<file path="src/rtl/wisc_pkg.sv">
// Shared WISC encodings: opcodes, branch condition codes, flag bit positions,
// LLB/LHB merge modes and the ID/EX control bundle.
package wisc_pkg;

    localparam logic [3:0] OP_ADD    = 4'h0;
    localparam logic [3:0] OP_SUB    = 4'h1;
    localparam logic [3:0] OP_XOR    = 4'h2;
    localparam logic [3:0] OP_RED    = 4'h3;
    localparam logic [3:0] OP_SLL    = 4'h4;
    localparam logic [3:0] OP_SRA    = 4'h5;
    localparam logic [3:0] OP_ROR    = 4'h6;
    localparam logic [3:0] OP_PADDSB = 4'h7;
    localparam logic [3:0] OP_LW     = 4'h8;
    localparam logic [3:0] OP_SW     = 4'h9;
    localparam logic [3:0] OP_LLB    = 4'hA;
    localparam logic [3:0] OP_LHB    = 4'hB;
    localparam logic [3:0] OP_B      = 4'hC;
    localparam logic [3:0] OP_BR     = 4'hD;
    localparam logic [3:0] OP_PCS    = 4'hE;
    localparam logic [3:0] OP_HLT    = 4'hF;

    localparam logic [2:0] CC_NE = 3'b000;
    localparam logic [2:0] CC_EQ = 3'b001;
    localparam logic [2:0] CC_GT = 3'b010;
    localparam logic [2:0] CC_LT = 3'b011;
    localparam logic [2:0] CC_GE = 3'b100;
    localparam logic [2:0] CC_LE = 3'b101;
    localparam logic [2:0] CC_OV = 3'b110;
    localparam logic [2:0] CC_AL = 3'b111;

    localparam int FLAG_Z = 2;
    localparam int FLAG_V = 1;
    localparam int FLAG_N = 0;

    localparam logic [1:0] LB_NONE = 2'b00;
    localparam logic [1:0] LB_LLB  = 2'b01;
    localparam logic [1:0] LB_LHB  = 2'b10;

    typedef struct packed {
        logic [3:0]  alu_op;
        logic [3:0]  rd;
        logic [3:0]  rs;
        logic [3:0]  rt;
        logic [15:0] imm;
        logic        use_imm;
        logic        reg_we;
        logic        mem_re;
        logic        mem_we;
        logic [1:0]  lb_mode;
        logic        is_branch;
        logic        br_reg;
        logic        pcs;
        logic        halt;
        logic        upd_z;   // instruction writes Z
        logic        upd_vn;  // instruction also writes V and N
    } idex_ctrl_t;

    function automatic logic cond_met(input logic [2:0] ccc, input logic [2:0] flags);
        logic z, v, n;
        z = flags[FLAG_Z];
        v = flags[FLAG_V];
        n = flags[FLAG_N];
        case (ccc)
            CC_NE:   cond_met = !z;
            CC_EQ:   cond_met = z;
            CC_GT:   cond_met = !z && !n;
            CC_LT:   cond_met = n;
            CC_GE:   cond_met = z || (!z && !n);
            CC_LE:   cond_met = n || z;
            CC_OV:   cond_met = v;
            default: cond_met = 1'b1;
        endcase
    endfunction

endpackage

</file>
<file path="src/rtl/insn_decode.sv">
// Combinational instruction decoder: maps a 16-bit WISC instruction to the
// ID/EX control bundle.
module insn_decode
    import wisc_pkg::*;
(
    input  logic [15:0] instr,
    output idex_ctrl_t  ctrl
);

    logic [3:0] op;
    assign op = instr[15:12];

    always_comb begin
        ctrl    = '0;
        ctrl.rd = instr[11:8];
        ctrl.rs = instr[7:4];
        ctrl.rt = instr[3:0];
        case (op)
            OP_ADD, OP_SUB: begin
                ctrl.alu_op = op;
                ctrl.reg_we = 1'b1;
                ctrl.upd_z  = 1'b1;
                ctrl.upd_vn = 1'b1;
            end
            OP_XOR: begin
                ctrl.alu_op = op;
                ctrl.reg_we = 1'b1;
                ctrl.upd_z  = 1'b1;
            end
            OP_RED, OP_PADDSB: begin
                ctrl.alu_op = op;
                ctrl.reg_we = 1'b1;
            end
            OP_SLL, OP_SRA, OP_ROR: begin
                ctrl.alu_op  = op;
                ctrl.reg_we  = 1'b1;
                ctrl.use_imm = 1'b1;
                ctrl.imm     = {12'h000, instr[3:0]};
                ctrl.upd_z   = 1'b1;
            end
            OP_LW: begin
                ctrl.alu_op  = OP_ADD;
                ctrl.use_imm = 1'b1;
                ctrl.imm     = {{11{instr[3]}}, instr[3:0], 1'b0};
                ctrl.mem_re  = 1'b1;
                ctrl.reg_we  = 1'b1;
            end
            OP_SW: begin
                // Store data register lives in the rd field; route it onto rt.
                ctrl.alu_op  = OP_ADD;
                ctrl.use_imm = 1'b1;
                ctrl.imm     = {{11{instr[3]}}, instr[3:0], 1'b0};
                ctrl.mem_we  = 1'b1;
                ctrl.rt      = instr[11:8];
            end
            OP_LLB: begin
                ctrl.alu_op  = OP_ADD;
                ctrl.use_imm = 1'b1;
                ctrl.imm     = {8'h00, instr[7:0]};
                ctrl.lb_mode = LB_LLB;
                ctrl.reg_we  = 1'b1;
            end
            OP_LHB: begin
                ctrl.alu_op  = OP_ADD;
                ctrl.use_imm = 1'b1;
                ctrl.imm     = {instr[7:0], 8'h00};
                ctrl.lb_mode = LB_LHB;
                ctrl.reg_we  = 1'b1;
            end
            OP_B: begin
                ctrl.is_branch = 1'b1;
                ctrl.imm       = {{6{instr[8]}}, instr[8:0], 1'b0};
            end
            OP_BR: begin
                ctrl.is_branch = 1'b1;
                ctrl.br_reg    = 1'b1;
            end
            OP_PCS: begin
                ctrl.pcs    = 1'b1;
                ctrl.reg_we = 1'b1;
            end
            OP_HLT: begin
                ctrl.halt = 1'b1;
            end
            default: ;
        endcase
    end

endmodule

</file>
<file path="src/rtl/id_ex_ctrl.sv">
// WISC decode + ID/EX pipeline register, Z/V/N flag register, sticky halt
// and branch-condition resolution for the instruction in EX.
module id_ex_ctrl
    import wisc_pkg::*;
(
    input  logic        clk,
    input  logic        rst,
    input  logic        if_valid,
    input  logic [15:0] if_instr,
    input  logic        stall,
    input  logic        flush,
    input  logic [15:0] alu_out,
    input  logic        alu_v,
    output logic        ex_valid,
    output logic [3:0]  ex_alu_op,
    output logic [3:0]  ex_rd,
    output logic [3:0]  ex_rs,
    output logic [3:0]  ex_rt,
    output logic [15:0] ex_imm,
    output logic        ex_use_imm,
    output logic        ex_reg_we,
    output logic        ex_mem_re,
    output logic        ex_mem_we,
    output logic [1:0]  ex_lb_mode,
    output logic        ex_is_branch,
    output logic        ex_br_reg,
    output logic        ex_pcs,
    output logic        ex_halt,
    output logic [2:0]  flags,
    output logic        br_taken
);

    idex_ctrl_t dec_ctrl;
    idex_ctrl_t ctrl_d, ctrl_q;
    logic       ex_valid_d, ex_valid_q;
    logic [2:0] flags_d, flags_q;
    logic       halted_d, halted_q;

    insn_decode u_decode (
        .instr (if_instr),
        .ctrl  (dec_ctrl)
    );

    always_comb begin
        ctrl_d     = ctrl_q;
        ex_valid_d = ex_valid_q;
        flags_d    = flags_q;
        // A HLT sitting in EX blocks the instruction arriving on the same edge.
        halted_d   = halted_q | (ex_valid_q & ctrl_q.halt);

        if (ex_valid_q && !stall) begin
            if (ctrl_q.upd_z) begin
                flags_d[FLAG_Z] = (alu_out == 16'h0000);
            end
            if (ctrl_q.upd_vn) begin
                flags_d[FLAG_V] = alu_v;
                flags_d[FLAG_N] = alu_out[15];
            end
        end

        if (flush) begin
            ex_valid_d = 1'b0;
        end else if (!stall) begin
            ex_valid_d = if_valid & ~halted_d;
            ctrl_d     = dec_ctrl;
        end
    end

    always_ff @(posedge clk) begin
        if (rst) begin
            ctrl_q     <= '0;
            ex_valid_q <= 1'b0;
            flags_q    <= 3'b000;
            halted_q   <= 1'b0;
        end else begin
            ctrl_q     <= ctrl_d;
            ex_valid_q <= ex_valid_d;
            flags_q    <= flags_d;
            halted_q   <= halted_d;
        end
    end

    assign ex_valid     = ex_valid_q;
    assign ex_alu_op    = ctrl_q.alu_op;
    assign ex_rd        = ctrl_q.rd;
    assign ex_rs        = ctrl_q.rs;
    assign ex_rt        = ctrl_q.rt;
    assign ex_imm       = ctrl_q.imm;
    assign ex_use_imm   = ctrl_q.use_imm;
    assign ex_lb_mode   = ctrl_q.lb_mode;
    // Side-effecting controls are forced low for bubbles.
    assign ex_reg_we    = ex_valid_q & ctrl_q.reg_we;
    assign ex_mem_re    = ex_valid_q & ctrl_q.mem_re;
    assign ex_mem_we    = ex_valid_q & ctrl_q.mem_we;
    assign ex_is_branch = ex_valid_q & ctrl_q.is_branch;
    assign ex_br_reg    = ex_valid_q & ctrl_q.br_reg;
    assign ex_pcs       = ex_valid_q & ctrl_q.pcs;
    assign ex_halt      = ex_valid_q & ctrl_q.halt;
    assign flags        = flags_q;

    // Condition code is instr[11:9], i.e. the top three bits of the rd field.
    assign br_taken = ex_valid_q & ctrl_q.is_branch & cond_met(ctrl_q.rd[3:1], flags_q);

endmodule

</file>
<file path="config.mk">
export PLATFORM = sky130hd
export DESIGN_NAME = id_ex_ctrl
export DESIGN_NICKNAME = d
export VERILOG_FILES = /design/src/rtl/wisc_pkg.sv /design/src/rtl/insn_decode.sv /design/src/rtl/id_ex_ctrl.sv
export SDC_FILE = /design/constraint.sdc
export NUM_CORES = 1
export LEC_CHECK = 0
export CORE_MARGIN = 5
export CORE_UTILIZATION = 46
export DETAILED_ROUTE_END_ITERATION = 10
export GPL_TIMING_DRIVEN = 0
export MAX_ROUTING_LAYER = met4
export PLACE_DENSITY = 0.9
export SLEW_MARGIN = 5
export SYNTH_ARGS = -nofsm -noshare
export SYNTH_HDL_FRONTEND = slang
export SYNTH_HIERARCHICAL = 1
export SYNTH_SLANG_ARGS = --single-unit
</file>
<file path="constraint.sdc">
create_clock -name clk -period 1.93 [get_ports clk]
set_clock_uncertainty 0.05 [all_clocks]
set_input_delay 0.386 -clock clk [delete_from_list [all_inputs] [get_ports clk]]
set_output_delay 0.386 -clock clk [all_outputs]
set_load 0.02 [all_outputs]
</file>
Word level (Yosys, flattened, before mapping)
Cells that the tools add are included.
{"block": "totals", "reg_bits": 49, "inputBits": 38, "out_inout_bits": 47, "wordCells": 91}
{"block": "op_classes", "n_eq_ne": 21, "n_mux": 15, "bitwise_logic": 13, "n_reduce_logical": 22}
{"operator": "16-bit one-hot mux with 5 select lines", "n": 1}
{"operator": "4-bit equality test, second input constant", "n": 8}
{"operator": "4-bit by 3-bit equality test with 1-bit output, second input constant", "n": 4}
{"operator": "16-bit logical NOT", "n": 1}
{"operator": "12-bit OR reduction", "n": 1}
{"operator": "1-bit 2-to-1 mux", "n": 10}
{"operator": "1-bit bitwise AND", "n": 9}
{"operator": "3-bit equality test, second input constant", "n": 3}
{"operator": "4-bit by 2-bit equality test with 1-bit output, second input constant", "n": 2}
{"operator": "4-bit 2-to-1 mux", "n": 2}
{"operator": "2-bit OR reduction", "n": 4}
{"operator": "8-bit OR reduction", "n": 1}
{"operator": "1-bit one-hot mux with 7 select lines", "n": 1}
{"operator": "7-bit OR reduction", "n": 1}
{"operator": "3-bit by 2-bit equality test with 1-bit output, second input constant", "n": 2}
{"operator": "2-bit AND reduction", "n": 3}
{"operator": "6-bit OR reduction", "n": 1}
{"operator": "4-bit by 1-bit equality test with 1-bit output, second input constant", "n": 1}
{"operator": "4-bit logical NOT", "n": 1}
{"operator": "2-bit one-hot mux with 2 select lines", "n": 1}
{"operator": "3-bit by 1-bit equality test with 1-bit output, second input constant", "n": 1}
{"operator": "1-bit logical NOT", "n": 3}
{"operator": "3-bit logical NOT", "n": 1}
{"operator": "1-bit NOT", "n": 3}
{"operator": "other kinds (4)", "n": 6}

Logic depth before layout (Yosys ltp)
{"block": "logic_depth", "word_depth": 5, "ltp_mapped": 6, "ltp_nobuf": 6}

Cells and area by module
The synthesis kept the hierarchy.
{"mod": "id_ex_ctrl", "instances": 1, "cells_per_inst": 267, "area_each_um2": 2138.3}
{"mod": "insn_decode", "instances": 1, "cells_per_inst": 76, "area_each_um2": 518.0}

Worst setup path after synthesis
No wires, ideal clock.
{"block": "synth_timing", "path_type": "flip-flop to output port", "startpoint": "reg flags_q[2], in the netlist flags[2]", "endpoint": "out br_taken", "arrival_time_ns": 1.317, "path_slack_ns": 0.177, "path_stages_with_launch": 4, "n_path_buf": 0, "cell_sequence": "dfxtp_1 > mux2_2 > o21ai_0 > a211oi_1"}
{"block": "synth_via", "elab_chain_cells": 5, "elab_cells_between_ends": 6, "classes_between": "1 x mux; 1 x bitwise; 4 x reduce/logical"}
{"element": "start, declared", "line_no": "id_ex_ctrl.sv:36", "source": "logic [2:0] flags_d, flags_q;"}
{"element": "start signal, assigned", "line_no": "id_ex_ctrl.sv:78", "source": "flags_q <= flags_d;"}
{"element": "1-bit logical NOT", "line_no": "wisc_pkg.sv:64, wisc_pkg.sv:66, wisc_pkg.sv:68"}
{"element": "1-bit logical AND", "line_no": "wisc_pkg.sv:66, wisc_pkg.sv:68"}
{"element": "1-bit logical OR", "line_no": "wisc_pkg.sv:68", "source": "CC_GE: cond_met = z || (!z && !n);"}
{"element": "1-bit one-hot mux with 7 select lines (*)", "line_no": "wisc_pkg.sv:63", "source": "case (ccc)"}
{"element": "1-bit bitwise AND (*)", "line_no": "id_ex_ctrl.sv:102", "source": "assign br_taken = ex_valid_q & ctrl_q.is_branch & cond_met(ctrl_q.rd[3:1], flags_q);"}
{"element": "end, declared", "line_no": "id_ex_ctrl.sv:30", "source": "output logic br_taken"}
Mark *: on every way between the ends. The rest lies on a longest branch, timed or not.

Final worst setup path
{"block": "layout_timing", "startpoint": "reg ctrl_q, in the netlist ex_rd[2]", "endpoint": "out br_taken"}
{"block": "layout_via", "elab_chain_cells": 3, "elab_cells_between_ends": 9, "classes_between": "6 x eq/ne; 1 x mux; 1 x bitwise; 1 x reduce/logical"}
{"element": "start, declared", "line_no": "id_ex_ctrl.sv:34", "source": "idex_ctrl_t ctrl_d, ctrl_q;"}
{"element": "start signal, assigned", "line_no": "id_ex_ctrl.sv:76", "source": "ctrl_q <= ctrl_d;"}
{"element": "3-bit equality test, or another cell as far along", "line_no": "wisc_pkg.sv:63"}
{"element": "1-bit one-hot mux with 7 select lines (*)", "line_no": "wisc_pkg.sv:63"}
{"element": "1-bit bitwise AND (*)", "line_no": "id_ex_ctrl.sv:102"}
Marked as above.

==> out/results.txt <==
Area contributors post-synth: dfxtp_1, nand2_1, buf_4
Grt ovf: 0
All-layer global routing usage: 0.196
Yosys warns: 6
Setup violations, final: 1
DRC: 0
Post-route cell area: 0.00369 sq mm
Crit-path max cell delay: 0.38 ns
Number of max-cap violations: 0
Cell Pwr Density: 573 mW/mm^2
Met1 usage: 0.219
Clock latency on the worst-skew pair: 0.30 ns
Clk slew on worst S/H paths: 0.09 ns
Setup TNS: -0.0466 ns
Arrival @ worst endpoint: 1.54 ns
DIE AREA: 0.00739 sq mm
Post-route setup slack: -0.0466 ns
Synth Instances: 343
Area share of the largest cell type after synthesis: 0.369
Worst EP required: 1.49 ns
Worst-path fanout max: 7
Status: finished with violations
PortBufs: 84
Fmax: 506 MHz
Hold Crit Depth: 2
Share of layout cells above drive strength 1: 0.193
Drt via density: 5.05
RSZ-0062 raised after global routing: yes
Sink Count: 49
VDD IR-drop max: 412 uV
Critical-path cell list: or3b_1 > a311oi_1 > a211oi_1 > buf_2
Gpl congestion: 0.891
Post-CTS Setup Inserts: 0
Clock tree buffer depth: 2
Most common library cells after synthesis: nand2_1, dfxtp_1, a21oi_1, buf_4, buf_2
Routed Wire Length: 7040 um
Register-to-Register Path Depth: 3
Crit path buffers/inverters: 1
Fillers: 498
Failing checks: negative setup slack
Slowest CP cell: or3b_1
Tcrit/Tclk final: 1.02
WS Path Type: register to primary output
Largest net degree at the start of global routing: 15
Vias in the first global route: 2525
Initial DRC count: 176
Area of the core: 0.00557 sq mm
Post-Place Cell Area: 0.00359 sq mm
Count leader, synth: nand2_1
Avg Cell Area, Syn: 7.74 sq um
FFs w/ async S/R, synth: 0
Root buffer cell: clkbuf_8
TritonCTS clock tree: yes
Drt pass-1 iters: 4
Total power draw: 2.11 mW
Initial antenna violation count: 0
# hold bufs at CTS: 0
DR WL/cell: 13.9 um
# diodes: 0
Vias post-DR: 2558
Main synth FF type: dfxtp_1
Final net count: 472
Unique masters post-synth: 45
Synth Cell Area: 0.00266 sq mm
TritonCTS buffer count: 5
M2 GR Usage: 0.355
Die height: 86.0 um
Post-route ant nets: 0
Crit path time final: 1.98 ns
Area growth from synthesis to layout: 38.9%
Chip Width: 86.0 um
FF+latch count, synth: 49
Pins Over Slew Limit: 0
Rows: 27
Hold WC Path Type: register to register
Top Usage Layer GRT: met2
IO Pins: 85
Leak: 1.59 nW
CTS HTree Levels: 2
Final Hold Vio Count: 0
First-pass GRT wire length: 11600 um
Met3 Resource Use GR: 0.0480
Syn nets: 381
CP Depth: 4
CP endpoint kind: primary output
Cell taking the most area after synthesis: dfxtp_1
Initial core utilization: 0.477
Sequential-to-total area share from yosys stat: 0.369
Post-synth EDFFs: 0
Final HPWL DP: 5550 um
Startpoint type of the worst setup path: register
Crit path max-delay family: simple AND/OR/NAND/NOR gates
state kept, by name, indices dropped and copies added, names as in the netlist:
| signal | count |
|---|---|
| ex_imm | 16 |
| ctrl_q | 9 |
| ex_alu_op | 4 |
| halted_q | 1 |
| ex_rd | 4 |
| ex_rt | 4 |
| flags | 3 |
| ex_lb_mode | 2 |
| ex_valid | 1 |
| ex_use_imm | 1 |
| ex_rs | 4 |
placed cells by master, fill, tap and decap left out, types with 2 or more instances in the layout:
| master | synthesis | layout |
|---|---|---|
| a211oi_1 | 2 | 2 |
| a21o_1 | 7 | 7 |
| a21oi_1 | 46 | 46 |
| a22o_1 | 2 | 2 |
| a22oi_1 | 5 | 5 |
| and2_1 | 9 | 9 |
| and3_1 | 2 | 2 |
| and4bb_2 | 2 | 2 |
| buf_2 | 10 | 10 |
| buf_4 | 44 | 45 |
| buf_6 | 4 | 4 |
| clkbuf_1 | 5 | 5 |
| clkbuf_8 | 0 | 7 |
| clkdlybuf4s50_1 | 0 | 75 |
| dfxtp_1 | 49 | 46 |
| dfxtp_2 | 0 | 2 |
| dlygate4sd2_1 | 0 | 7 |
| inv_1 | 3 | 3 |
| mux2_2 | 5 | 5 |
| mux2i_1 | 2 | 2 |
| nand2_1 | 96 | 96 |
| nand2b_1 | 4 | 3 |
| nand3b_1 | 3 | 3 |
| nor2_1 | 7 | 7 |
| nor2b_1 | 3 | 3 |
| nor3_1 | 4 | 4 |
| nor4_1 | 3 | 3 |
| o21ai_0 | 5 | 5 |
final cells by class:
type | count | area [sq um] | area share
flip-flops and latches | 49 | 987 | 0.268
clock buffers | 7 | 96.3 | 0.0261
plain buffers | 63 | 447 | 0.121
well taps | 72 | 90.1 | 0.0244
repair buffers | 84 | 830 | 0.225
multi-input cells | 228 | 1220 | 0.331
inverters | 3 | 11.3 | 0.00305
clock inverters | 1 | 5.00 | 0.00136
logic make-up after synthesis:
logic type | share of synthesized area
mux | 0.0287
other cells | 0.00141
simple gates | 0.269
buf+inv | 0.171
flops | 0.369
compound gates | 0.160
worst register-to-register path, cell delays in order, from the launching register on:
cell and delay [ns]:
dfxtp_1 0.40, nand3b_4 0.09, or4_1 0.42, o21ai_1 0.14
worst paths after layout:
kind | startpoint | to | slack, ns
worst max-delay path | ex_rd[2]$_SDFFE_PP0P_ | br_taken | -0.05
worst max register to register | ex_valid$_SDFFE_PP0N_ | flags[2]$_SDFFE_PP0P_ | 0.77
worst min-delay path | ctrl_q[3]$_SDFFE_PP0P_ | ctrl_q[3]$_SDFFE_PP0P_ | 0.40
worst min register to register | ctrl_q[3]$_SDFFE_PP0P_ | ctrl_q[3]$_SDFFE_PP0P_ | 0.40
stage by stage:
step	hold slack, ns	util	std cells	worst slack (ns)
after floorplan	0.374	-	343	0.177
after global placement	0.389	0.644	499	-0.276
after detailed placement	0.392	0.644	499	-0.273
after CTS	0.404	0.660	507	-0.0329
after global routing	0.428	0.662	507	-0.0963
final	0.403	0.662	507	-0.0466
per-layer routing:
layer | vias up | part of all wire
met1 | 1190 | 0.41
met3 | 12 | 0.062
met2 | 75 | 0.52
met5 | - | 0
met4 | 0 | 0.014
li1 | 1281 | -
timing repair:
item	CTS	global route
gates resized for setup	15	4
hold endpoints to repair	0	0
endpoints found under the setup margin	8	6
pin swaps	0	1
where the power goes:
part           internal [mW]  total [mW]  switching [mW]
logic                  0.214       0.403           0.189
clock network          0.324       0.657           0.333
registers               1.04        1.05          0.0177
total                   1.58        2.11           0.539
No activity file was read; power rests on OpenSTA's default activity.
